File: config.mk
export PLATFORM = sky130hd
export DESIGN_NAME = mfp_multi_digit_seven_segment_display
export DESIGN_NICKNAME = d
export VERILOG_FILES = /design/src/rtl/mfp_seven_seg_pkg.sv /design/src/rtl/mfp_seven_seg_scan_timer.sv /design/src/rtl/mfp_single_digit_seven_segment_display.sv /design/src/rtl/mfp_multi_digit_seven_segment_display.sv
export SDC_FILE = /design/constraint.sdc
export NUM_CORES = 1
export LEC_CHECK = 0
export ABC_AREA = 0
export ABC_CLOCK_PERIOD_IN_PS = 3900
export BUFFER_PORTS_ARGS = -buffer_cell sky130_fd_sc_hd__buf_4
export CORE_ASPECT_RATIO = 0.9
export CORE_UTILIZATION = 55
export DETAILED_ROUTE_END_ITERATION = 16
export HOLD_SLACK_MARGIN = 0.02
export PLACE_DENSITY_LB_ADDON = 0.25
export SYNTH_ARGS = -nofsm -noshare
export SYNTH_HDL_FRONTEND = slang
export SYNTH_HIERARCHICAL = 1
export SYNTH_SLANG_ARGS = --single-unit
File: constraint.sdc
create_clock -name HCLK -period 3.9 [get_ports HCLK]
set_input_delay 0.78 -clock HCLK [delete_from_list [all_inputs] [get_ports HCLK]]
set_output_delay 0.78 -clock HCLK [all_outputs]
set_load 0.005 [all_outputs]
File: src/rtl/mfp_seven_seg_pkg.sv
// Shared constants for the seven-segment display family: segment bit positions,
// the hex-to-segment table and small sizing helpers.
package mfp_seven_seg_pkg;

    localparam int SEG_A  = 0;
    localparam int SEG_B  = 1;
    localparam int SEG_C  = 2;
    localparam int SEG_D  = 3;
    localparam int SEG_E  = 4;
    localparam int SEG_F  = 5;
    localparam int SEG_G  = 6;
    localparam int SEG_DP = 7;

    // Active-high {g,f,e,d,c,b,a} patterns for hex digits 0..F.
    localparam logic [6:0] HEX_SEG [16] = '{
        7'h3F, 7'h06, 7'h5B, 7'h4F, 7'h66, 7'h6D, 7'h7D, 7'h07,
        7'h7F, 7'h6F, 7'h77, 7'h7C, 7'h39, 7'h5E, 7'h79, 7'h71
    };

    function automatic int idx_width(input int n);
        return (n > 1) ? $clog2(n) : 1;
    endfunction

    function automatic logic [7:0] seg_byte(input logic dp, input logic [6:0] seg);
        logic [7:0] b;
        b               = '0;
        b[SEG_G:SEG_A]  = seg;
        b[SEG_DP]       = dp;
        return b;
    endfunction

endpackage

File: src/rtl/mfp_seven_seg_scan_timer.sv
// Scan timing: free-running prescaler, digit index, frame-wrap pulse and PWM phase.
module mfp_seven_seg_scan_timer
    import mfp_seven_seg_pkg::*;
#(
    parameter  int N_DIGITS   = 8,
    parameter  int DWELL_LOG2 = 14,
    parameter  int PWM_W      = 4,
    localparam int IDX_W      = idx_width(N_DIGITS)
)
(
    input  logic                  HCLK,
    input  logic                  HRESETn,
    output logic [DWELL_LOG2-1:0] pre,
    output logic [IDX_W-1:0]      idx,
    output logic [PWM_W-1:0]      pwm,
    output logic                  frame_tick
);

    logic pre_max;
    logic wrap;

    assign pre_max = &pre;
    assign wrap    = pre_max && (idx == IDX_W'(N_DIGITS - 1));
    assign pwm     = pre[DWELL_LOG2-1 -: PWM_W];

    // NOTE: sequential state uses non-blocking assignments so every register
    // samples pre-edge values regardless of block evaluation order.
    always_ff @(posedge HCLK or negedge HRESETn) begin
        if (!HRESETn) begin
            pre        <= '0;
            idx        <= '0;
            frame_tick <= 1'b0;
        end else begin
            pre        <= pre + DWELL_LOG2'(1);
            frame_tick <= wrap;
            if (pre_max) begin
                idx <= wrap ? '0 : idx + IDX_W'(1);
            end
        end
    end

endmodule

File: src/rtl/mfp_single_digit_seven_segment_display.sv
// Combinational hex-to-segment decoder for one digit, active-high {g..a}.
module mfp_single_digit_seven_segment_display
    import mfp_seven_seg_pkg::*;
(
    input  logic [3:0] digit,
    output logic [6:0] seg
);

    assign seg = HEX_SEG[digit];

endmodule

File: src/rtl/mfp_multi_digit_seven_segment_display.sv
// N-digit seven-segment driver: staged capture, frame-boundary transfer, static
// and scanned outputs with leading-zero blanking and PWM brightness.
module mfp_multi_digit_seven_segment_display
    import mfp_seven_seg_pkg::*;
#(
    parameter int N_DIGITS   = 8,
    parameter int DWELL_LOG2 = 14,
    parameter int PWM_W      = 4,
    parameter int ACTIVE_LOW = 1
)
(
    input  logic                  HCLK,
    input  logic                  HRESETn,
    input  logic [4*N_DIGITS-1:0] value,
    input  logic [N_DIGITS-1:0]   dot,
    input  logic [N_DIGITS-1:0]   digit_en,
    input  logic                  load,
    input  logic                  blank_lz,
    input  logic [PWM_W-1:0]      brightness,
    output logic [8*N_DIGITS-1:0] seg_static,
    output logic [7:0]            seg_mux,
    output logic [N_DIGITS-1:0]   anode,
    output logic                  frame_tick
);

    localparam int                  IDX_W     = idx_width(N_DIGITS);
    localparam logic [7:0]          SEG_OFF   = (ACTIVE_LOW != 0) ? 8'hFF : 8'h00;
    localparam logic [N_DIGITS-1:0] ANODE_OFF = (ACTIVE_LOW != 0) ? '1 : '0;

    logic [4*N_DIGITS-1:0] stg_val, dsp_val;
    logic [N_DIGITS-1:0]   stg_dot, dsp_dot;
    logic [N_DIGITS-1:0]   stg_en,  dsp_en;
    logic                  pending;

    logic [DWELL_LOG2-1:0] pre;
    logic [IDX_W-1:0]      idx;
    logic [PWM_W-1:0]      pwm;

    mfp_seven_seg_scan_timer #(
        .N_DIGITS   (N_DIGITS),
        .DWELL_LOG2 (DWELL_LOG2),
        .PWM_W      (PWM_W)
    ) u_timer (
        .HCLK       (HCLK),
        .HRESETn    (HRESETn),
        .pre        (pre),
        .idx        (idx),
        .pwm        (pwm),
        .frame_tick (frame_tick)
    );

    // NOTE: staging and display registers are reset explicitly, so a reset
    // mid-frame also throws away any pending load.
    always_ff @(posedge HCLK or negedge HRESETn) begin
        if (!HRESETn) begin
            stg_val <= '0;
            stg_dot <= '0;
            stg_en  <= '0;
            dsp_val <= '0;
            dsp_dot <= '0;
            dsp_en  <= '0;
            pending <= 1'b0;
        end else begin
            if (load) begin
                stg_val <= value;
                stg_dot <= dot;
                stg_en  <= digit_en;
            end
            // Display content only moves at frame_tick, and that first cycle of
            // the new frame is hidden by the pre==0 ghost guard.
            if (frame_tick) begin
                pending <= 1'b0;
                if (load) begin
                    dsp_val <= value;
                    dsp_dot <= dot;
                    dsp_en  <= digit_en;
                end else if (pending) begin
                    dsp_val <= stg_val;
                    dsp_dot <= stg_dot;
                    dsp_en  <= stg_en;
                end
            end else if (load) begin
                pending <= 1'b1;
            end
        end
    end

    logic [6:0] dig_seg [N_DIGITS];

    for (genvar g = 0; g < N_DIGITS; g++) begin : g_static_dec
        mfp_single_digit_seven_segment_display u_dec (
            .digit (dsp_val[4*g +: 4]),
            .seg   (dig_seg[g])
        );
    end

    logic [N_DIGITS-1:0] visible;
    logic                run_zero;

    // NOTE: every variable gets a default before the loop so no latch is inferred.
    always_comb begin
        run_zero = 1'b1;
        visible  = '0;
        for (int i = N_DIGITS - 1; i >= 0; i--) begin
            run_zero   = run_zero && (dsp_val[4*i +: 4] == 4'h0) && !dsp_dot[i];
            visible[i] = dsp_en[i] && !(blank_lz && run_zero && (i != 0));
        end
    end

    logic [3:0] mux_nibble;
    logic       mux_dot;
    logic       mux_vis;
    logic [6:0] mux_seg;

    always_comb begin
        mux_nibble = '0;
        mux_dot    = 1'b0;
        mux_vis    = 1'b0;
        for (int i = 0; i < N_DIGITS; i++) begin
            if (idx == IDX_W'(i)) begin
                mux_nibble = dsp_val[4*i +: 4];
                mux_dot    = dsp_dot[i];
                mux_vis    = visible[i];
            end
        end
    end

    mfp_single_digit_seven_segment_display u_mux_dec (
        .digit (mux_nibble),
        .seg   (mux_seg)
    );

    logic [8*N_DIGITS-1:0] static_next;
    logic [7:0]            mux_next;
    logic [N_DIGITS-1:0]   anode_next;
    logic                  pwm_on;

    assign pwm_on = (pwm < brightness) || (&brightness);

    always_comb begin
        static_next = '0;
        for (int i = 0; i < N_DIGITS; i++) begin
            static_next[8*i +: 8] =
                (visible[i] ? seg_byte(dsp_dot[i], dig_seg[i]) : 8'h00) ^ SEG_OFF;
        end
        mux_next   = (mux_vis ? seg_byte(mux_dot, mux_seg) : 8'h00) ^ SEG_OFF;
        anode_next = '0;
        for (int i = 0; i < N_DIGITS; i++) begin
            if (idx == IDX_W'(i)) begin
                anode_next[i] = mux_vis && (pre != '0) && pwm_on;
            end
        end
        anode_next = anode_next ^ ANODE_OFF;
    end

    always_ff @(posedge HCLK or negedge HRESETn) begin
        if (!HRESETn) begin
            seg_static <= {N_DIGITS{SEG_OFF}};
            seg_mux    <= SEG_OFF;
            anode      <= ANODE_OFF;
        end else begin
            seg_static <= static_next;
            seg_mux    <= mux_next;
            anode      <= anode_next;
        end
    end

endmodule

# Word-level counts from Yosys, hierarchy flattened
# Memories as Yosys holds them, arrays and structs flattened.
# Cells that the tools add are included.
[totals] register_bits=195 romBits=1008 input_bits=56 out_inout_bits=81 n_memories=9
[classes] addsub=2 magnitude_cmp=10 eq_ne=7 mux=68 bitwise_logic=19 reduce_logical=59
[memory_table] memory="(no name shown)" words=16 word_bits=7 read_ports=1 rd_clocked_by_memory_dff=0 wr=0 line="mfp_single_digit_seven_segment_display.sv:9" text="assign seg = HEX_SEG[digit];"
[memory_table] memory="(no name shown)" words=16 word_bits=7 read_ports=1 rd_clocked_by_memory_dff=0 wr=0 line="mfp_single_digit_seven_segment_display.sv:9"
[memory_table] memory="(no name shown)" words=16 word_bits=7 read_ports=1 rd_clocked_by_memory_dff=0 wr=0 line="mfp_single_digit_seven_segment_display.sv:9"
[memory_table] memory="(no name shown)" words=16 word_bits=7 read_ports=1 rd_clocked_by_memory_dff=0 wr=0 line="mfp_single_digit_seven_segment_display.sv:9"
[memory_table] memory="(no name shown)" words=16 word_bits=7 read_ports=1 rd_clocked_by_memory_dff=0 wr=0 line="mfp_single_digit_seven_segment_display.sv:9"
[memory_table] memory="(no name shown)" words=16 word_bits=7 read_ports=1 rd_clocked_by_memory_dff=0 wr=0 line="mfp_single_digit_seven_segment_display.sv:9"
[memory_table] memory="3 more memories"
[ops] op="7-bit two-way mux" n=18
[ops] op="8-bit two-way mux" n=13
[ops] op="8-bit NOT" n=10
[ops] op="32-bit two-way mux" n=2
[ops] op="5-bit >= comparator (second input constant)" n=9
[ops] op="4-bit NOT with 5-bit output" n=9
[ops] op="4-bit two-way mux" n=8
[ops] op="1-bit logical AND" n=30
[ops] op="4-bit zero test" n=7
[ops] op="1-bit two-way mux" n=26
[ops] op="14-bit by 1-bit adder with 14-bit output (second input constant)" n=1
[ops] op="1-bit zero test" n=14
[ops] op="14-bit AND reduction" n=1
[ops] op="14-bit nonzero test" n=1
[ops] op="3-bit == test (second input constant)" n=4
[ops] op="3-bit by 2-bit == test with 1-bit output (second input constant)" n=2
[ops] op="4-bit less-than comparator" n=1
[ops] op="4-bit AND reduction" n=1
[ops] op="2-bit nonzero test" n=2
[ops] op="3-bit by 1-bit adder with 3-bit output (second input constant)" n=1
[ops] op="3-bit by 1-bit == test with 1-bit output (second input constant)" n=1
[ops] op="3-bit zero test" n=1
[ops] op="3-bit two-way mux" n=1
[ops] op="2-bit AND reduction" n=1
[ops] op="1-bit logical OR" n=1

# Longest topological paths before layout
# Gate-level depths: netlist (run 1).
[logic_depth] word_depth=28 ltp_mapped=10 ltp_nobuf=8

# By module
# The synthesis (run 1) kept the hierarchy.
[modules_own_cells] mod="mfp_multi_digit_seven_segment_display" n_inst=1 cells_each=495 area_per_inst_um2=6882.9 seq_area_each_um2=4529.3
[modules_own_cells] mod="mfp_single_digit_seven_segment_display (g_static_dec[0].u_dec ...)" n_inst=8 cells_each=33 area_per_inst_um2=286.5 seq_area_each_um2=0.0
[modules_own_cells] mod="mfp_seven_seg_scan_timer" n_inst=1 cells_each=70 area_per_inst_um2=838.3 seq_area_each_um2=450.4
[modules_own_cells] mod="mfp_single_digit_seven_segment_display (g_static_dec[2].u_dec)" n_inst=1 cells_each=33 area_per_inst_um2=282.8 seq_area_each_um2=0.0

# Worst setup path after synthesis (run 1)
# OpenSTA, ideal clock, no wires.
[synth_timing] path_kind="register -> register" from="register u_timer.idx[0]" to="register seg_mux[3]" setup_time_ns=0.074 t_arrival_ns=2.781 setup_slack_ns=1.046 path_stages_with_launch=11 path_buffers=2 path_cell_list="dfrtp_1 -> clkbuf_1 -> buf_1 -> mux4_2 -> nand2_1 -> nand2_1 -> inv_1 -> ha_1 -> inv_1 -> mux4_1 -> o21ai_1"
[synth_between] elab_chain_cells=15 word_cells_on_any_way=30 cone_classes="eq/ne (7); mux (19); bitwise (2); reduce/logical (1); memory (1)"
[synth_lines] item="start: declaration" line="mfp_seven_seg_scan_timer.sv:14" text="output logic [IDX_W-1:0] idx,"
[synth_lines] item="start signal: assignment" line="mfp_seven_seg_scan_timer.sv:37" text="idx <= wrap ? '0 : idx + IDX_W'(1);"
[synth_lines] item="3-bit zero test" line="mfp_multi_digit_seven_segment_display.sv:120" text="if (idx == IDX_W'(i)) begin"
[synth_lines] item="4-bit two-way mux (7 in series)" line="mfp_multi_digit_seven_segment_display.sv:120"
[synth_lines] item="4-bit two-way mux *" line="mfp_multi_digit_seven_segment_display.sv:120"
[synth_lines] item="via mux_nibble[1]" line="mfp_multi_digit_seven_segment_display.sv:110" text="logic [3:0] mux_nibble;"
[synth_lines] item="4-bit NOT with 5-bit output (not written as such) *" line="mfp_single_digit_seven_segment_display.sv:9"
[synth_lines] item="memory 16 x 7 bit *"
[synth_lines] item="7-bit two-way mux (not written as such) * (2 in series)" line="mfp_single_digit_seven_segment_display.sv:9"
[synth_lines] item="via mux_seg[3]" line="mfp_multi_digit_seven_segment_display.sv:113" text="logic [6:0] mux_seg;"
[synth_lines] item="8-bit two-way mux *" line="mfp_multi_digit_seven_segment_display.sv:146" text="mux_next = (mux_vis ? seg_byte(mux_dot, mux_seg) : 8'h00) ^ SEG_OFF;"
[synth_lines] item="8-bit NOT (no source line) *"
[synth_lines] item="via mux_next[3]" line="mfp_multi_digit_seven_segment_display.sv:134" text="logic [7:0] mux_next;"
[synth_lines] item="end signal: assignment" line="mfp_multi_digit_seven_segment_display.sv:163" text="seg_mux <= mux_next;"
[synth_lines] item="end: declaration" line="mfp_multi_digit_seven_segment_display.sv:21" text="output logic [7:0] seg_mux,"
# The timed path passes the listed nets; every way through them passes the cells marked *. The select of a mux whose other input is x is not followed.
# A chain may end at the register's enable or synchronous reset.

# Worst setup path after layout (run 1)
# Same ends and word-level chain as after synthesis.

==> results of run 1 <==
## power by group through the flow
stage                     logic [mW]  clock network, mW  registers [mW]
final                          0.187               1.67            2.09
after global routing           0.208               1.78            2.10
after CTS                      0.192               1.70            2.09
after detailed placement       0.190                  0            2.13
after global placement         0.188                  0            2.13
after floorplan               0.0777                  0            2.12
## sequential cells by signal, summed over array words and instances, names as in the netlist
| signal | flops |
|---|---|
| u_timer/idx | 3 |
| stg_en | 8 |
| dsp_en | 8 |
| u_timer/pre | 14 |
| seg_mux | 8 |
| dsp_dot | 8 |
| seg_static | 64 |
| dsp_val | 32 |
| stg_val | 32 |
| stg_dot | 8 |
| u_timer/frame_tick | 1 |
| anode | 8 |
| pending | 1 |
## final cells by class
type | count | area, sq um
inverter | 70 | 265
sequential | 195 | 4980
timing repair buffer | 141 | 1090
clock inverter | 11 | 95.1
fill | 1448 | 6340
multi-input combinational | 554 | 4800
tap | 245 | 307
clock buffer | 21 | 470
## worst max-delay path: cells and delay by family (launching register included)
| family | cells | cell delay [ns] |
|---|---|---|
| DFF | 1 | 0.93 |
| and+or+nand+nor | 2 | 0.20 |
| muxes | 2 | 1.06 |
| buffers and inverters | 2 | 0.22 |
| AOI/OAI and AO/OA | 1 | 0.09 |
| adders and majority gates | 1 | 0.27 |
## metrics by stage
step,instances,util
detailed placement,1205,0.623
global route,1237,0.654
global placement,1205,0.623
CTS,1237,0.654
floorplan,862,-
finish,1237,0.654
## path summary, 6_finish.rpt
kind | end | slack [ns] | depth (start not counted)
min | seg_static[55] | 0.40 | 1
min reg2reg | seg_static[55] | 0.40 | 1
max | seg_mux[3] | 1.05 | 8
min in group asynchronous | stg_val[17] | 0.42 | 1
max in group asynchronous | seg_static[19] | 2.53 | 2
max reg2reg | seg_mux[3] | 1.05 | 8
## cells in the final DEF (no fill, tap or decap), drive strengths merged, types with 3 or more instances in the layout
master and instances:
buf 140, clkbuf 22, nand4 7, a21oi 19
nand3 11, nor4 9, ha 69, dfstp 80
or4b 3, xor2 7, a21o 9, xnor2 5
nand2b 10, nor3 16, mux2i 19, dfrtp 115
mux4 17, and2 4, o21ai 13, nor2b 23
a32oi 9, a22oi 21, inv 75, mux2 120
clkinv 4, a41oi 3, nand2 87, o31ai 10
nor2 41
## per-layer routing
metal | part of all wire | vias up | GRT usage | wire [um]
met5 | 0 | - | 0 | 0
li1 | - | 3214 | - | -
met4 | 0.0086 | 0 | 0.0480 | 180
met3 | 0.049 | 12 | 0.0519 | 1030
met2 | 0.47 | 159 | 0.346 | 9790
met1 | 0.47 | 3370 | 0.329 | 9900
## Yosys cell counts (all sizes together) (2+ instances only)
master	number
mux2	120
dfrtp	115
nand2	87
dfstp	80
inv	70
ha	69
nor2	41
buf	27
nor2b	23
a22oi	21
a21oi	19
mux2i	19
mux4	17
clkbuf	16
nor3	16
o21ai	13
nand3	11
nand2b	10
o31ai	10
a21o	9
a32oi	9
nor4	9
nand4	7
xor2	7
xnor2	5
and2	4
a41oi	3
or4b	3
a21boi	2
a311oi	2
nand4b	2
or4	2
## cells by family (layout without fill, tap and decap cells)
family          after synthesis  after routing  share of synthesized area
buf+inv                     113            243                     0.0515
flops                       195            195                      0.484
xor+xnor                     12             12                     0.0102
compound gates               97             97                     0.0712
mux                         156            156                      0.193
fa+ha+maj                    69             69                     0.0838
simple gates                220            220                      0.107
==> out/metrics.csv, run 1 <==
metric,value,unit
seq_area_frac_synth,0.484,
status,"finished, final reports clean",
first_global_vias,6482,
switching_power,0.891,mW
p_sw_frac,0.226,
arrival,3.20,ns
grt_max_degree,91,
cap_violations,0,
skew,0.00915,ns
finalHoldViolations,0,
pwr-share-clk,0.422,
path_clk_slew,0.07,ns
crit_start,u_timer/idx[0],
ys_ff_latch,195,
synth_area_leaders,"dfrtp_1 (28%), dfstp_2 (20%), mux2_2 (12%)",
crit_chain,"mux4_2, nand2_1, nand2_1, inv_1, ha_1, inv_1, mux4_1, o21ai_1",
async_reset_ff_frac,1.00,
dieWidth,146,um
clk_latency,0.43,ns
grt_antenna_before_repair,0,
start_util,0.561,
drt_wl_total,20900,um
hp-start,dsp_en[6],
synth_area_leader_cell,dfrtp_1,
cp_slowest_stage_delay,0.93,ns
worst_slack,1.05,ns
grt.total_usage,0.225,
postPlaceCellArea,0.0114,sq mm
worstSetupPathType,register to register,
power.total,3.95,mW
crit_path_top_delay_cell,dfrtp_1,
tritoncts,built,
worstPathRequired,4.26,ns
postCtsHoldBufs,0,
synthesis.nets,987,
drc,0,
rows,47,
synth_enable_flop_cells,0,
cts_buffers,17,
drive_above_1_share,0.407,
synth_warnings,6,
vias,6755,
ys_types,63,
fmax,0.351,GHz
cp-end-kind,register,
initialDrtViolationCount,349,
p_leak,5.33,nW
rsz0062_at_grt,no,
syn_inst,862,
max-slew-margin-rel,0.402,
period_share,0.730,
crit_path_max_fanout,24,
min_path_type,register to register,
clock_sinks,195,
die_h,132,um
syn_area_per_cell,11.9,sq um
p_comb_frac,0.047,
place_hpwl,14800,um
synth_flop_cell,dfrtp_1,
slew_violations,0,
period_needed,2.85,ns
ant_nets,0,
vias_per_cell,5.46,
setup_viol_count_final,0,
port_buffers,136,
pwr-share-seq,0.530,
vdd_drop_max,300,uV
post_cts_resized,0,
grt_pass1_wl,34100,um
cts_setup_buffers,0,
antenna_cells,0,
syn-cell-area,0.0103,sq mm
fin_nets,1104,
grt-ovfl-total,0,
dr.pass1.iters,7,
io_pins,137,
cellPowerDensity,329,mW/mm^2
dieArea,0.0193,sq mm
synth_top_area_frac,0.279,
tightest_slew,0.897,ns
intPower,3.05,mW
start_kind,register,
syn_to_final_growth,16.6,%
holdWs,0.397,ns
core_area,0.0183,sq mm
rr_startpoint,u_timer/idx[0],
gp_congestion,0.858,
finish.instance_area,0.0120,sq mm
wire_per_inst,16.9,um
place_ws,1.08,ns
clockBufferDepth,2,
root_buffer,clkbuf_16,
fin_setup_tns,0,ns
htree_levels,4,
(Power assumes the default switching activity.)
==> run 2: changes to the inputs <==
--- a/config.mk
+++ b/config.mk
@@ -6,10 +6,10 @@
 export NUM_CORES = 1
 export LEC_CHECK = 0
 export ABC_AREA = 0
-export ABC_CLOCK_PERIOD_IN_PS = 3900
+export ABC_CLOCK_PERIOD_IN_PS = 2500
 export BUFFER_PORTS_ARGS = -buffer_cell sky130_fd_sc_hd__buf_4
 export CORE_ASPECT_RATIO = 0.9
-export CORE_UTILIZATION = 55
+export CORE_UTILIZATION = 53
 export DETAILED_ROUTE_END_ITERATION = 16
 export HOLD_SLACK_MARGIN = 0.02
 export PLACE_DENSITY_LB_ADDON = 0.25
==> constraint.sdc (replaced) <==
create_clock -name HCLK -period 2.5 [get_ports HCLK]
set_input_delay 0.5 -clock HCLK [delete_from_list [all_inputs] [get_ports HCLK]]
set_output_delay 0.5 -clock HCLK [all_outputs]
set_load 0.005 [all_outputs]
==> run 2 against run 1 <==
  * Critical path depth down 3
  * Combinational power up 64%
  * Clock skew up 0.0040 ns
  * First-iteration DRC count up 46%
  * Routed wire length up 5.2%
  * Largest power group unchanged
  * Largest cell class unchanged
  * Sequential power up 56%
  * Cell count up 3.0%
  * Clock power up 71%
  * Flip-flop and latch count unchanged
  * Worst setup slack worse by 0.91 ns
==> out/metrics.csv, run 2 (synthesized netlist as in run 1, its figures left out) <==
metric,value,unit,change
first_global_vias,6989,,"was 6,482"
multi_input_area,0.00480,sq mm,about the same
rr_startpoint,dsp_val[21],,was u_timer/idx[0]
arrival,2.70,ns,was 3.20 ns
place_hpwl,15900,um,"was 14,800 um"
period_share,0.941,,was 0.730
drc,0,,unchanged
p_sw_frac,0.219,,was 0.226
grt_max_degree,64,,was 91
postCtsHoldBufs,0,,unchanged
slew_violations,0,,unchanged
wl_met3,1140,um,was 1030 um
r2r_slack,0.15,ns,was 1.05 ns
dieWidth,149,um,was 146 um
crit_path_max_fanout,8,,was 24
start_kind,register,,unchanged
seq_area,0.00498,sq mm,about the same
final_cell_mix,"buf_4 (173), dfrtp_1 (114), mux2_2 (112), nand2_1 (87), dfstp_2 (80)",,"was buf_4 (138), dfrtp_1 (115), mux2_2 (112), nand2_1 (87), dfstp_2 (80)"
worstSetupPathType,register to register,,unchanged
pwr-share-clk,0.445,,was 0.422
grt-ovfl-total,0,,unchanged
cellPowerDensity,521,mW/mm^2,was 329 mW/mm^2
reg2reg_depth,5,,was 8
grt.total_usage,0.234,,was 0.225
cap_violations,0,,unchanged
clk_latency,0.44,ns,was 0.43 ns
fillers,1433,,"was 1,448"
drt_wl_total,22000,um,"was 20,900 um"
r2r-end,seg_mux[7],,was seg_mux[3]
top_layer_used,met4,,unchanged
post_cts_resized,0,,unchanged
io_pins,137,,unchanged
syn_to_final_growth,19.9,%,was 16.6%
dieArea,0.0200,sq mm,was 0.0193 sq mm
final_common_cell,buf_4,,unchanged
fmax,0.425,GHz,was 0.351 GHz
p_leak,5.54,nW,was 5.33 nW
period_needed,2.35,ns,was 2.85 ns
fin_nets,1140,,"was 1,104"
finish.instance_area,0.0123,sq mm,was 0.0120 sq mm
worstPathRequired,2.85,ns,was 4.26 ns
grt_pass1_wl,36100,um,"was 34,100 um"
vdd_drop_max,480,uV,was 300 uV
postPlaceCellArea,0.0117,sq mm,was 0.0114 sq mm
finalHoldViolations,0,,unchanged
core_area,0.0187,sq mm,was 0.0183 sq mm
rsz0062_at_grt,no,,unchanged
switching_power,1.41,mW,was 0.891 mW
cp-end-kind,register,,unchanged
holdWs,0.0479,ns,was 0.397 ns
initialDrtViolationCount,511,,was 349
setup_viol_count_final,0,,unchanged
ant_nets,0,,unchanged
regMostFlops,seg_static,,unchanged
wl_met2,10300,um,was 9790 um
dr.pass1.iters,4,,was 7
fin_cells,1274,,"was 1,237"
pwr-share-seq,0.508,,was 0.530
clock_sinks,195,,unchanged
fin_setup_tns,0,ns,unchanged
tightest_slew,0.669,ns,was 0.897 ns
max-slew-margin-rel,0.553,,was 0.402
port_buffers,136,,unchanged
power.total,6.43,mW,was 3.95 mW
rows,47,,unchanged
grt_antenna_before_repair,1,,was 0
p_comb_frac,0.048,,was 0.047
clockBufferDepth,2,,unchanged
wl_met1,10200,um,was 9900 um
wire_per_inst,17.3,um,was 16.9 um
drive_above_1_share,0.431,,was 0.407
top_regs,"seg_static (64), dsp_val (32), stg_val (32)",,unchanged
htree_levels,4,,unchanged
skew,0.0131,ns,was 0.00915 ns
cts_setup_buffers,0,,unchanged
min_path_type,primary input to async pin,,was register to register
largest_reg_flops,64,,unchanged
status,"finished, final reports clean",,unchanged
intPower,5.02,mW,was 3.05 mW
worst_slack,0.148,ns,was 1.05 ns
path_clk_slew,0.07,ns,about the same
vias,6854,,"was 6,755"
cts_buffers,17,,unchanged
vias_per_cell,5.38,,was 5.46
die_h,134,um,was 132 um
post-route-util,0.660,,was 0.654
gp_congestion,0.903,,was 0.858
start_util,0.551,,was 0.561
root_buffer,clkbuf_16,,unchanged
tritoncts,built,,unchanged
dp.cells,1241,,"was 1,205"
place_ws,0.0313,ns,was 1.08 ns
run 2: cell type report:
type | count | area share
Tap cell | 245 | 0.0248
Clock buffer | 19 | 0.0359
Clock inverter | 13 | 0.0140
Timing Repair Buffer | 177 | 0.111
Sequential cell | 195 | 0.403
Inverter | 70 | 0.0215
Antenna cell | 1 | 0.000203
Multi-Input combinational cell | 554 | 0.389
run 2: power groups by stage:
stage	clock network [mW]	registers, mW	logic [mW]
after global placement	0	3.32	0.310
after floorplan	0	3.31	0.121
final	2.86	3.26	0.306
after CTS	2.92	3.27	0.315
after global routing	3.05	3.27	0.341
after detailed placement	0	3.32	0.313
run 2: layer usage:
metal | GRT usage | up-vias
met5 | 0 | -
met4 | 0.0754 | 0
met3 | 0.0534 | 23
met2 | 0.361 | 147
met1 | 0.327 | 3397
li1 | - | 3287
run 2: worst max path at each step:
stage	from	to	slack [ns]	cells after the start
6_report	dsp_val[21]	seg_mux[7]	0.15	5
5_1_grt	u_timer/idx[0]	seg_mux[3]	0.02	8
4_1_cts	dsp_val[21]	seg_mux[7]	0.01	5
3_5_place_dp	dsp_val[21]	seg_mux[7]	0.03	5
3_3_place_gp	dsp_val[21]	seg_static[14]	0.10	5
2_1_floorplan	u_timer/idx[0]	seg_mux[3]	0.03	10
run 2: critical path, cell delays in order, from the launching register on:
cell      delay, ns
dfrtp_1        0.37
or4_1          0.55
or4b_4         0.62
a221oi_4       0.35
a311oi_2       0.15
o21ai_1        0.22
==> run 3: changes to the inputs <==
--- a/config.mk
+++ b/config.mk
@@ -7,7 +7,7 @@
 export LEC_CHECK = 0
 export ABC_AREA = 0
 export ABC_CLOCK_PERIOD_IN_PS = 2500
-export BUFFER_PORTS_ARGS = -buffer_cell sky130_fd_sc_hd__buf_4
+export BUFFER_PORTS_ARGS = -buffer_cell sky130_fd_sc_hd__clkbuf_2
 export CORE_ASPECT_RATIO = 0.9
 export CORE_UTILIZATION = 53
 export DETAILED_ROUTE_END_ITERATION = 16
==> run 3 against run 2 <==
  * Non-clock buffer count is 1 lower
  * Core utilization shrank 1.8 points
  * Global-route usage down 0.41 points
  * Combinational power down 6.9%
  * First-iteration DRC count decreased by 9.0%
  * Worst setup slack worse by 0.026 ns
  * Via count decreased by 0.63%
  * Flip-flop and latch count unchanged
  * Critical path type unchanged
  * Highest routed layer unchanged
==> out/metrics.csv, run 3 (synthesized netlist as in run 1, its figures left out) <==
metric,value,unit,change
status,"finished, final reports clean",,unchanged
worstPathRequired,2.85,ns,about the same
wire_per_inst,16.9,um,was 17.3 um
place_hpwl,15800,um,"was 15,900 um"
drt_wl_total,21500,um,"was 22,000 um"
initialDrtViolationCount,465,,was 511
root_buffer,clkbuf_16,,unchanged
dieArea,0.0200,sq mm,unchanged
period_share,0.951,,was 0.941
grt_max_degree,76,,was 64
grt_pass1_wl,35400,um,"was 36,100 um"
die_h,134,um,unchanged
grt-ovfl-total,0,,unchanged
fmax,0.421,GHz,was 0.425 GHz
cp_slowest_stage_delay,0.62,ns,about the same
dieWidth,149,um,unchanged
postCtsHoldBufs,0,,unchanged
crit_chain,"or4_1, or4b_4, o211ai_2, a311oi_2, o21ai_1",,"was or4_1, or4b_4, a221oi_4, a311oi_2, o21ai_1"
p_leak,5.47,nW,was 5.54 nW
drive_above_1_share,0.430,,was 0.431
crit_path_top_delay_cell,or4b_4,,unchanged
final_common_cell,clkbuf_2,,was buf_4
first_global_vias,6730,,"was 6,989"
vdd_drop_max,497,uV,was 480 uV
clockBufferDepth,2,,unchanged
post_cts_resized,1,,was 0
finalHoldViolations,0,,unchanged
clock_sinks,195,,unchanged
path_clk_slew,0.07,ns,about the same
syn_to_final_growth,16.7,%,was 19.9%
worstSetupPathType,register to register,,unchanged
cts_setup_buffers,0,,unchanged
drc,0,,unchanged
largest_reg_flops,64,,unchanged
fin_nets,1139,,"was 1,140"
antenna_cells,0,,was 1
max-slew-margin-rel,0.525,,was 0.553
top_regs,"seg_static (64), dsp_val (32), stg_val (32)",,unchanged
gp_congestion,0.896,,was 0.903
min_path_type,primary input to async pin,,unchanged
cellPowerDensity,534,mW/mm^2,was 521 mW/mm^2
tritoncts,built,,unchanged
crit_path_max_fanout,8,,unchanged
tightest_slew,0.713,ns,was 0.669 ns
rows,47,,unchanged
grt_antenna_before_repair,0,,was 1
setup_viol_count_final,0,,unchanged
io_pins,137,,unchanged
vias_per_cell,5.35,,was 5.38
fillers,1439,,"was 1,433"
clk_latency,0.43,ns,was 0.44 ns
grt.total_usage,0.230,,was 0.234
rsz0062_at_grt,no,,unchanged
slew_violations,0,,unchanged
cts_buffers,17,,unchanged
regMostFlops,seg_static,,unchanged
ant_nets,0,,unchanged
start_kind,register,,unchanged
port_buffers,136,,unchanged
htree_levels,4,,unchanged
start_util,0.551,,unchanged
arrival,2.73,ns,was 2.70 ns
vias,6811,,"was 6,854"
dr.pass1.iters,4,,unchanged
skew,0.0105,ns,was 0.0131 ns
core_area,0.0187,sq mm,unchanged
cap_violations,0,,unchanged
fin_setup_tns,0,ns,unchanged
cp-end-kind,register,,unchanged
period_needed,2.38,ns,was 2.35 ns
final_cell_mix,"clkbuf_2 (135), dfrtp_1 (114), mux2_2 (112), nand2_1 (87), dfstp_2 (80)",,"was buf_4 (173), dfrtp_1 (114), mux2_2 (112), nand2_1 (87), dfstp_2 (80)"
power.total,6.41,mW,was 6.43 mW
run 3: cell types whose count changed in the layout (fill, tap and decap cells not counted), sizes merged:
cell and change:
clkbuf +133, buf -136, diode -1, clkinv +2, inv +1, clkinvlp -1
run 3: layout make-up:
type / count / area (sq um) / area share
tap: 245 / 307 / 0.0255
inverter: 70 / 265 / 0.0221
sequential: 195 / 4980 / 0.415
clock buffer: 17 / 425 / 0.0354
timing repair buffer: 176 / 1040 / 0.0865
multi-input combinational: 554 / 4800 / 0.400
clock inverter: 15 / 195 / 0.0162
run 3: report_power, final:
part           leakage [nW]  internal [mW]  total (mW)  switching (mW)
registers              2.28           3.24        3.26          0.0191
clock network         0.303           1.61        2.86            1.26
logic                  2.88          0.129       0.285           0.156
run 3: critical path, delay by kind of cell, from the launching register on:
| family | cells | cell delay [ns] |
|---|---|---|
| AND/OR/NAND/NOR | 2 | 1.18 |
| AO/OA/AOI/OAI | 3 | 0.74 |
| flip-flops | 1 | 0.37 |
run 3: final timing paths:
path	startpoint	endpoint	slack, ns	cells past startpoint
max	dsp_val[21]	seg_mux[0]	0.12	5
min in group HCLK	value[4]	stg_val[4]	0.31	2
min	HRESETn	stg_val[0]	0.09	1
min reg2reg	dsp_en[6]	seg_static[55]	0.41	1
max in group asynchronous	HRESETn	seg_static[16]	1.68	2
max reg2reg	dsp_val[21]	seg_mux[0]	0.12	5
run 3: metal layers:
metal	global-route usage	wire (um)	up-vias
li1	-	-	3289
met1	0.343	10700	3344
met2	0.347	9750	156
met3	0.0350	770	22
met4	0.0692	276	0
met5	0	0	-
run 3: per-stage QoR:
stage                     utilization  setup WS [ns]  area [sq um]  hold WS [ns]  instances
after floorplan                     -         0.0258         10300         0.204        862
after detailed placement        0.609        0.00839         11400         0.391       1240
after global routing            0.642         0.0167         12000         0.139       1272
after CTS                       0.642          0.109         12000         0.102       1272
after global placement          0.609         0.0884         11400         0.378       1240
final                           0.642          0.122         12000        0.0856       1272
